**src/rtl/wb_arbiter_pkg.sv**
```systemverilog
// Shared widths, zero constants and the LLU result FIFO entry type.
// Imported by the arbiter interface, the FIFO and the arbiter top.
package wb_arbiter_pkg;

    localparam int RADDR_WIDTH = 5;
    localparam int RDATA_WIDTH = 32;

    localparam logic [RADDR_WIDTH-1:0] ZERO_REG = '0;
    localparam logic [RDATA_WIDTH-1:0] ZERO     = '0;

    typedef struct packed {
        logic [RADDR_WIDTH-1:0] waddr;
        logic [RDATA_WIDTH-1:0] wdata;
    } wb_entry_t;

endpackage

```
**src/rtl/wb_arbiter_if.sv**
```systemverilog
// Bus bundle for wb_arbiter: pipeline writeback, LLU results, hazard check, regfile port.
// slave = the arbiter, master = the surrounding pipeline/regfile side.
interface wb_arbiter_if;
    import wb_arbiter_pkg::*;

    logic [RADDR_WIDTH-1:0] pipe_waddr_i;
    logic                   pipe_we_i;
    logic [RDATA_WIDTH-1:0] pipe_wdata_i;
    logic                   llu_valid_i;
    logic                   llu_ready_o;
    logic [RADDR_WIDTH-1:0] llu_waddr_i;
    logic [RDATA_WIDTH-1:0] llu_wdata_i;
    logic [RADDR_WIDTH-1:0] chk_raddr_i;
    logic                   chk_hit_o;
    logic                   stall_req_o;
    logic [RADDR_WIDTH-1:0] reg_waddr_o;
    logic                   reg_we_o;
    logic [RDATA_WIDTH-1:0] reg_wdata_o;

    modport slave (
        input  pipe_waddr_i, pipe_we_i, pipe_wdata_i,
        input  llu_valid_i, llu_waddr_i, llu_wdata_i, chk_raddr_i,
        output llu_ready_o, chk_hit_o, stall_req_o,
        output reg_waddr_o, reg_we_o, reg_wdata_o
    );

    modport master (
        output pipe_waddr_i, pipe_we_i, pipe_wdata_i,
        output llu_valid_i, llu_waddr_i, llu_wdata_i, chk_raddr_i,
        input  llu_ready_o, chk_hit_o, stall_req_o,
        input  reg_waddr_o, reg_we_o, reg_wdata_o
    );

endinterface

```
**src/rtl/wb_fifo.sv**
```systemverilog
// Circular FIFO of LLU results; exposes count, head and per-entry valid/address for hazard checks.
// Latency: pushed entry is poppable the next cycle. Backpressure: caller must not push when full or pop when empty.
// Simultaneous push and pop keeps the count and advances both pointers.
module wb_fifo
    import wb_arbiter_pkg::*;
#(
    parameter int DEPTH = 4
) (
    input  logic                              clk_i,
    input  logic                              rst_n_i,
    input  logic                              push,
    input  logic                              pop,
    input  wb_entry_t                         din,
    output logic [$clog2(DEPTH):0]            count,
    output wb_entry_t                         head,
    output logic [DEPTH-1:0]                  ent_vld,
    output logic [DEPTH-1:0][RADDR_WIDTH-1:0] ent_waddr
);

    localparam int PW = $clog2(DEPTH);

    wb_entry_t         mem [DEPTH];
    logic [PW-1:0]     wr_ptr;
    logic [PW-1:0]     rd_ptr;
    logic [PW:0]       cnt;

    always_ff @(posedge clk_i or negedge rst_n_i) begin
        if (!rst_n_i) begin
            wr_ptr <= '0;
            rd_ptr <= '0;
            cnt    <= '0;
        end else begin
            if (push) wr_ptr <= wr_ptr + PW'(1);
            if (pop)  rd_ptr <= rd_ptr + PW'(1);
            case ({push, pop})
                2'b10:   cnt <= cnt + (PW+1)'(1);
                2'b01:   cnt <= cnt - (PW+1)'(1);
                default: cnt <= cnt;
            endcase
        end
    end

    // Storage needs no reset: validity comes entirely from the pointers and count.
    always_ff @(posedge clk_i) begin
        if (push) mem[wr_ptr] <= din;
    end

    always_comb begin
        logic [PW-1:0] off;
        ent_vld   = '0;
        ent_waddr = '0;
        for (int i = 0; i < DEPTH; i++) begin
            off          = PW'(i) - rd_ptr;
            ent_vld[i]   = ({1'b0, off} < cnt);
            ent_waddr[i] = mem[i].waddr;
        end
    end

    assign count = cnt;
    assign head  = mem[rd_ptr];

endmodule

```
**src/rtl/wb_arbiter.sv**
```systemverilog
// Shares the regfile write port between pipeline writeback and buffered LLU results; optional WB_ARB_STARVE_EN bubble request.
// Latency: 1 cycle to reg_* for pipeline writes and for granted LLU entries (2 cycles minimum push-to-write).
// Backpressure: llu_ready_o drops while the FIFO is full; the pipeline is never stalled or dropped.
module wb_arbiter
    import wb_arbiter_pkg::*;
#(
    parameter int DEPTH      = 4,
    parameter int STARVE_MAX = 8
) (
    input  logic         clk_i,
    input  logic         rst_n_i,
    wb_arbiter_if.slave  bus
);

    localparam int CW = $clog2(DEPTH) + 1;

    logic [CW-1:0]                     count;
    wb_entry_t                         head;
    wb_entry_t                         din;
    logic [DEPTH-1:0]                  ent_vld;
    logic [DEPTH-1:0][RADDR_WIDTH-1:0] ent_waddr;
    logic                              slot_free;
    logic                              empty;
    logic                              grant;
    logic                              push;
    logic                              hit;

    assign slot_free       = !bus.pipe_we_i || (bus.pipe_waddr_i == ZERO_REG);
    assign empty           = (count == '0);
    assign grant           = slot_free && !empty;
    assign bus.llu_ready_o = (count != CW'(DEPTH));
    // x0 results complete the handshake but are never queued.
    assign push            = bus.llu_valid_i && bus.llu_ready_o && (bus.llu_waddr_i != ZERO_REG);
    assign din             = '{waddr: bus.llu_waddr_i, wdata: bus.llu_wdata_i};

    wb_fifo #(.DEPTH(DEPTH)) u_fifo (
        .clk_i     (clk_i),
        .rst_n_i   (rst_n_i),
        .push      (push),
        .pop       (grant),
        .din       (din),
        .count     (count),
        .head      (head),
        .ent_vld   (ent_vld),
        .ent_waddr (ent_waddr)
    );

    always_comb begin
        hit = 1'b0;
        for (int i = 0; i < DEPTH; i++) begin
            hit = hit | (ent_vld[i] && (ent_waddr[i] == bus.chk_raddr_i));
        end
    end

    assign bus.chk_hit_o = hit && (bus.chk_raddr_i != ZERO_REG);

    always_ff @(posedge clk_i or negedge rst_n_i) begin
        if (!rst_n_i) begin
            bus.reg_waddr_o <= ZERO_REG;
            bus.reg_we_o    <= 1'b0;
            bus.reg_wdata_o <= ZERO;
        end else if (!slot_free) begin
            bus.reg_waddr_o <= bus.pipe_waddr_i;
            bus.reg_we_o    <= 1'b1;
            bus.reg_wdata_o <= bus.pipe_wdata_i;
        end else if (grant) begin
            bus.reg_waddr_o <= head.waddr;
            bus.reg_we_o    <= 1'b1;
            bus.reg_wdata_o <= head.wdata;
        end else begin
            bus.reg_we_o    <= 1'b0;
        end
    end

`ifdef WB_ARB_STARVE_EN
    localparam int SW = $clog2(STARVE_MAX + 1);

    logic [SW-1:0] starve_cnt;
    logic          stall_q;

    // Counter saturates at STARVE_MAX; the request holds until a pop finally happens.
    always_ff @(posedge clk_i or negedge rst_n_i) begin
        if (!rst_n_i) begin
            starve_cnt <= '0;
            stall_q    <= 1'b0;
        end else begin
            if (empty || grant)
                starve_cnt <= '0;
            else if (starve_cnt != SW'(STARVE_MAX))
                starve_cnt <= starve_cnt + SW'(1);

            if (grant)
                stall_q <= 1'b0;
            else if (starve_cnt == SW'(STARVE_MAX))
                stall_q <= 1'b1;
        end
    end

    assign bus.stall_req_o = stall_q;
`else
    assign bus.stall_req_o = 1'b0;
`endif

endmodule
```
**src/flat_wrapper.sv**
```systemverilog
// flat-port wrapper written by rule: the top's interface ports become plain ports
module wb_arbiter_flat import wb_arbiter_pkg::*;
#(
    parameter int DEPTH      = 4,
    parameter int STARVE_MAX = 8
)
  (clk_i, rst_n_i, bus_pipe_waddr_i, bus_pipe_we_i, bus_pipe_wdata_i, bus_llu_valid_i, bus_llu_waddr_i, bus_llu_wdata_i, bus_chk_raddr_i, bus_llu_ready_o, bus_chk_hit_o, bus_stall_req_o, bus_reg_waddr_o, bus_reg_we_o, bus_reg_wdata_o);
  wb_arbiter_if bus_i ();
  input  logic clk_i;
  input  logic rst_n_i;
  input wire logic [$bits(bus_i.pipe_waddr_i)-1:0] bus_pipe_waddr_i;
  input wire logic [$bits(bus_i.pipe_we_i)-1:0] bus_pipe_we_i;
  input wire logic [$bits(bus_i.pipe_wdata_i)-1:0] bus_pipe_wdata_i;
  input wire logic [$bits(bus_i.llu_valid_i)-1:0] bus_llu_valid_i;
  input wire logic [$bits(bus_i.llu_waddr_i)-1:0] bus_llu_waddr_i;
  input wire logic [$bits(bus_i.llu_wdata_i)-1:0] bus_llu_wdata_i;
  input wire logic [$bits(bus_i.chk_raddr_i)-1:0] bus_chk_raddr_i;
  output wire logic [$bits(bus_i.llu_ready_o)-1:0] bus_llu_ready_o;
  output wire logic [$bits(bus_i.chk_hit_o)-1:0] bus_chk_hit_o;
  output wire logic [$bits(bus_i.stall_req_o)-1:0] bus_stall_req_o;
  output wire logic [$bits(bus_i.reg_waddr_o)-1:0] bus_reg_waddr_o;
  output wire logic [$bits(bus_i.reg_we_o)-1:0] bus_reg_we_o;
  output wire logic [$bits(bus_i.reg_wdata_o)-1:0] bus_reg_wdata_o;
  assign bus_i.pipe_waddr_i = bus_pipe_waddr_i;
  assign bus_i.pipe_we_i = bus_pipe_we_i;
  assign bus_i.pipe_wdata_i = bus_pipe_wdata_i;
  assign bus_i.llu_valid_i = bus_llu_valid_i;
  assign bus_i.llu_waddr_i = bus_llu_waddr_i;
  assign bus_i.llu_wdata_i = bus_llu_wdata_i;
  assign bus_i.chk_raddr_i = bus_chk_raddr_i;
  assign bus_llu_ready_o = bus_i.llu_ready_o;
  assign bus_chk_hit_o = bus_i.chk_hit_o;
  assign bus_stall_req_o = bus_i.stall_req_o;
  assign bus_reg_waddr_o = bus_i.reg_waddr_o;
  assign bus_reg_we_o = bus_i.reg_we_o;
  assign bus_reg_wdata_o = bus_i.reg_wdata_o;
  wb_arbiter #(.DEPTH(DEPTH), .STARVE_MAX(STARVE_MAX)) u_core (.clk_i(clk_i), .rst_n_i(rst_n_i), .bus(bus_i));
endmodule
```
**config.mk**
```make
export PLATFORM = sky130hd
export DESIGN_NAME = wb_arbiter_flat
export DESIGN_NICKNAME = d
export VERILOG_FILES = /design/src/rtl/wb_arbiter_pkg.sv /design/src/rtl/wb_arbiter_if.sv /design/src/rtl/wb_fifo.sv /design/src/rtl/wb_arbiter.sv /design/src/flat_wrapper.sv
export SDC_FILE = /design/constraint.sdc
export NUM_CORES = 1
export LEC_CHECK = 0
export CORE_MARGIN = 2
export CORE_UTILIZATION = 49
export DETAILED_ROUTE_END_ITERATION = 8
export GPL_ROUTABILITY_DRIVEN = 0
export HOLD_SLACK_MARGIN = 0.1
export PLACE_DENSITY = 0.76
export SETUP_SLACK_MARGIN = 0.3
export SLEW_MARGIN = 20
export SYNTH_ARGS = -nofsm -noshare
export SYNTH_HDL_FRONTEND = slang
export SYNTH_SLANG_ARGS = --single-unit
```
**constraint.sdc**
```tcl
create_clock -name clk_i -period 2.35 [get_ports clk_i]
set_clock_uncertainty 0.2 [all_clocks]
set_input_delay 0.3525 -clock clk_i [delete_from_list [all_inputs] [get_ports clk_i]]
set_output_delay 0.3525 -clock clk_i [all_outputs]
set_load 0.01 [all_outputs]
```
==> impl_metrics.env <==
export IMPL_status="complete, but fails checks"
export IMPL_violations="setup timing"
export IMPL_fin_crit_ps=2574
export IMPL_hold_depth=3
export IMPL_peakVddDrop_v=0.0006775
export IMPL_relSlewSlack_pct=59.91
export IMPL_io_buffers=122
export IMPL_synth_top_cells_by_count="edfxtp_1, dfrtp_1, mux4_2"
export IMPL_yosys_warnings=0
export IMPL_power_frac_comb_pct=42.5
export IMPL_hpwlAfterDp_um=11490
export IMPL_synth_most_common_cell="edfxtp_1"
export IMPL_drive_above_1_share_pct=38.88
export IMPL_synth_edf_count=148
export IMPL_synth_seq_cells=193
export IMPL_ioPinCount=124
export IMPL_syn_area_per_cell_um2=18.33
export IMPL_area_growth_pct=38.31
export IMPL_grt_pass1_vias=4959
export IMPL_setup_viol=1
export IMPL_r2r_end="u_core.u_fifo.count[1]"
export IMPL_p_leak_nw=3.983
export IMPL_htree_levels=4
export IMPL_grtUsageTotal_pct=20.35
export IMPL_die_w_um=133.3
export IMPL_p_seq_share_pct=37.4
export IMPL_grt_antenna_before_repair=0
export IMPL_final_nets=741
export IMPL_yosysTopAreaCell="edfxtp_1"
export IMPL_finalCritPeriodShare_pct=109.5
export IMPL_dr_first_iter_drc_count=312
export IMPL_holdWs_ps=151.1
export IMPL_crit_chain="inv_2 > ha_1 > a221oi_1 > a21oi_2 > a21oi_2 > buf_2"
export IMPL_drc=0
export IMPL_synth_top_area_share_pct=54.25
export IMPL_synthArstFlopShare_pct=23.32
export IMPL_swShare_pct=30.42
export IMPL_path_class="register to primary output"
export IMPL_path_common_cell="a21oi_2"
export IMPL_p_sw_mw=4.004
export IMPL_clockPowerShare_pct=20.1
export IMPL_insertion_delay_ps=430
export IMPL_vias=4698
export IMPL_wl_um=18980
export IMPL_rr_startpoint="u_core.u_fifo.count[0]"
export IMPL_n_fill_cell=1049
export IMPL_dieHeight_um=133.3
export IMPL_seq_area_frac_synth_pct=68.00
export IMPL_drv_cap=0
export IMPL_power_total_mw=13.16
export IMPL_path_clk_slew_ps=70
export IMPL_ys_flop_type="edfxtp_1"
export IMPL_crit_path_end_kind="primary output"
export IMPL_die_area_um2=17770
export IMPL_path_buf_inv=2
export IMPL_syn_nets=540
export IMPL_cp_max_fo=4
export IMPL_maxSlewViolCount=0
export IMPL_holdCritPathClass="input port to register"
export IMPL_ant_nets=0
export IMPL_clock_path_buffers=2
export IMPL_syn_inst=447
export IMPL_internal_power_mw=9.160
export IMPL_cp_startpoint="u_core.u_fifo.count[1]"
export IMPL_clkSinkCount=193
export IMPL_worstSetupStartpointType="register"
export IMPL_synthTopCellsByArea="edfxtp_1, dfrtp_1, mux4_2"
export IMPL_min_to="u_core.bus.reg_waddr_o[0]"
export IMPL_rsz0062_at_grt="true"
export IMPL_rr_worst_depth=8
export IMPL_grt_max_degree=39
export IMPL_ctsRootBufferMaster="clkbuf_16"
export IMPL_via_per_inst=5.333
export IMPL_critPathMaxStageDelay_ps=420
export IMPL_cts_tree="done"
export IMPL_num_rows=47
export IMPL_critPathRequiredTime_ps=1800
export IMPL_r2r_slack_ps=30
export IMPL_cp_slowest_cell="a221oi_1"
export IMPL_timing_final_ws_setup_ps=-224.2
export IMPL_critPathArrivalTime_ps=2020
export IMPL_wl_per_cell_um=21.55
export IMPL_core_area_um2=16470
export IMPL_start_util_pct=49.75
export IMPL_worstHoldStart="bus_pipe_waddr_i[0]"
export IMPL_max_slew_worst_pin_slew_ps=601.4
export IMPL_grt_first_pass_wirelength_um=26990
export IMPL_timing_fmax_mhz=388.5
export IMPL_cellPowerDensity_nw_per_um2=1162
export IMPL_grt_ovfl_total=0
export IMPL_finalHoldViolations=0
export IMPL_first_pass_iters=4
export IMPL_synth_distinct_cells=38
export IMPL_n_antenna_cell=0
export IMPL_cts_buffers=17
export IMPL_cp_top_family="compound AO/OA/AOI/OAI gates"
export IMPL_netlist_area_um2=8192
## power groups by stage
stage | Clock (mW) | Combinational (mW) | Sequential [mW]
after detailed placement | 0 | 4.49 | 4.96
after CTS | 2.67 | 4.83 | 4.90
after global placement | 0 | 4.40 | 4.90
after floorplan | 0 | 2.68 | 4.99
final | 2.65 | 5.60 | 4.92
after global routing | 2.82 | 5.97 | 4.98
## through the flow
stage / std cells / setup WS (ps) / area [um^2] / utilization (%) / TNS (ps)
finish: 881 / -224.2 / 11330 / 68.81 / -224.2
global route: 881 / -307.8 / 11330 / 68.81 / -318.3
CTS: 849 / -229.6 / 10780 / 65.49 / -229.6
detailed placement: 810 / -566.8 / 10070 / 61.16 / -13360
global placement: 810 / -514.8 / 10070 / 61.16 / -12050
floorplan: 447 / 13.21 / 8260 / - / 0
## sequential cells by signal (all words and copies together) (netlist names)
signal and count:
u_core.bus.reg_we_o 1, u_core.u_fifo.wr_ptr 2, u_core.bus.reg_waddr_o 5, u_core.u_fifo.count 3
u_core.u_fifo.rd_ptr 2, u_core.u_fifo.mem 148, u_core.bus.reg_wdata_o 32
## kinds of logic (layout without fill, tap and decap cells)
group,after synthesis,after routing,share of synthesized area (%)
AOI/OAI and AO/OA,48,48,4.934
xor gates and xnor gates,27,27,2.887
adders and majority gates,10,10,1.619
buffers and inverters,35,249,3.437
DFF,193,193,68.00
muxes,76,76,15.00
other,1,1,0.04578
and+or+nand+nor,57,57,4.078
## worst register-to-register path: cells and delay by family, from the launching register on
family / cells / cell delay [ps]
and+or+nand+nor: 2 / 470
AOI/OAI and AO/OA: 1 / 40
muxes: 1 / 280
adders and majority gates: 2 / 550
buffers and inverters: 2 / 220
DFF: 1 / 440
## final cells by class
type	instances	area (um^2)	area share, %
flip-flops and latches	193	5575	49.21
multi-input cells	219	2520	22.24
repair buffers	209	2396	21.15
clock buffers	20	436.7	3.854
well taps	220	275.3	2.430
clock inverters	12	93.84	0.8283
inverters	8	32.53	0.2871
## timing repair
action | CTS | global route
hold endpoints to repair | 18 | 0
cloned | 0 | 11
hold buffers | 1 | 0
setup buffers | 6 | 21
gates resized for setup | 42 | 19
pin swaps | 13 | 10
setup endpoints to repair | 190 | 153
## layout by cell type, fill, tap and decap left out, drive strengths merged, types with 3 or more instances in the layout
| cell | Yosys | final |
|---|---|---|
| clkbuf | 9 | 31 |
| xor2 | 12 | 12 |
| dlygate4sd2 | 0 | 3 |
| nor2 | 38 | 38 |
| edfxtp | 148 | 148 |
| inv | 8 | 8 |
| dfrtp | 45 | 45 |
| clkinvlp | 0 | 3 |
| mux2 | 4 | 4 |
| ha | 9 | 9 |
| buf | 18 | 78 |
| xnor2 | 15 | 15 |
| mux2i | 35 | 35 |
| nand2 | 3 | 3 |
| a21oi | 41 | 41 |
| clkinv | 0 | 8 |
| mux4 | 37 | 37 |
| clkdlybuf4s50 | 0 | 115 |
| and2 | 4 | 4 |
## worst max-delay path by stage
| stage | end | slack (ps) | depth (start not counted) |
|---|---|---|---|
| 2_1_floorplan | u_core.u_fifo.count[1] | 10 | 6 |
| 3_3_place_gp | bus_chk_hit_o | -510 | 7 |
| 3_5_place_dp | bus_chk_hit_o | -570 | 7 |
| 4_1_cts | bus_chk_hit_o | -230 | 7 |
| 5_1_grt | bus_chk_hit_o | -310 | 7 |
| 6_report | bus_chk_hit_o | -220 | 6 |
## layer usage
metal	vias up	part of all wire, %	track usage [%]
met5	-	0	0
met4	0	2.0	8.156
met3	30	4.1	4.338
met2	141	54	35.11
met1	2404	40	25.23
li1	2123	-	-
Note: power is estimated with default switching activity, not from simulation.
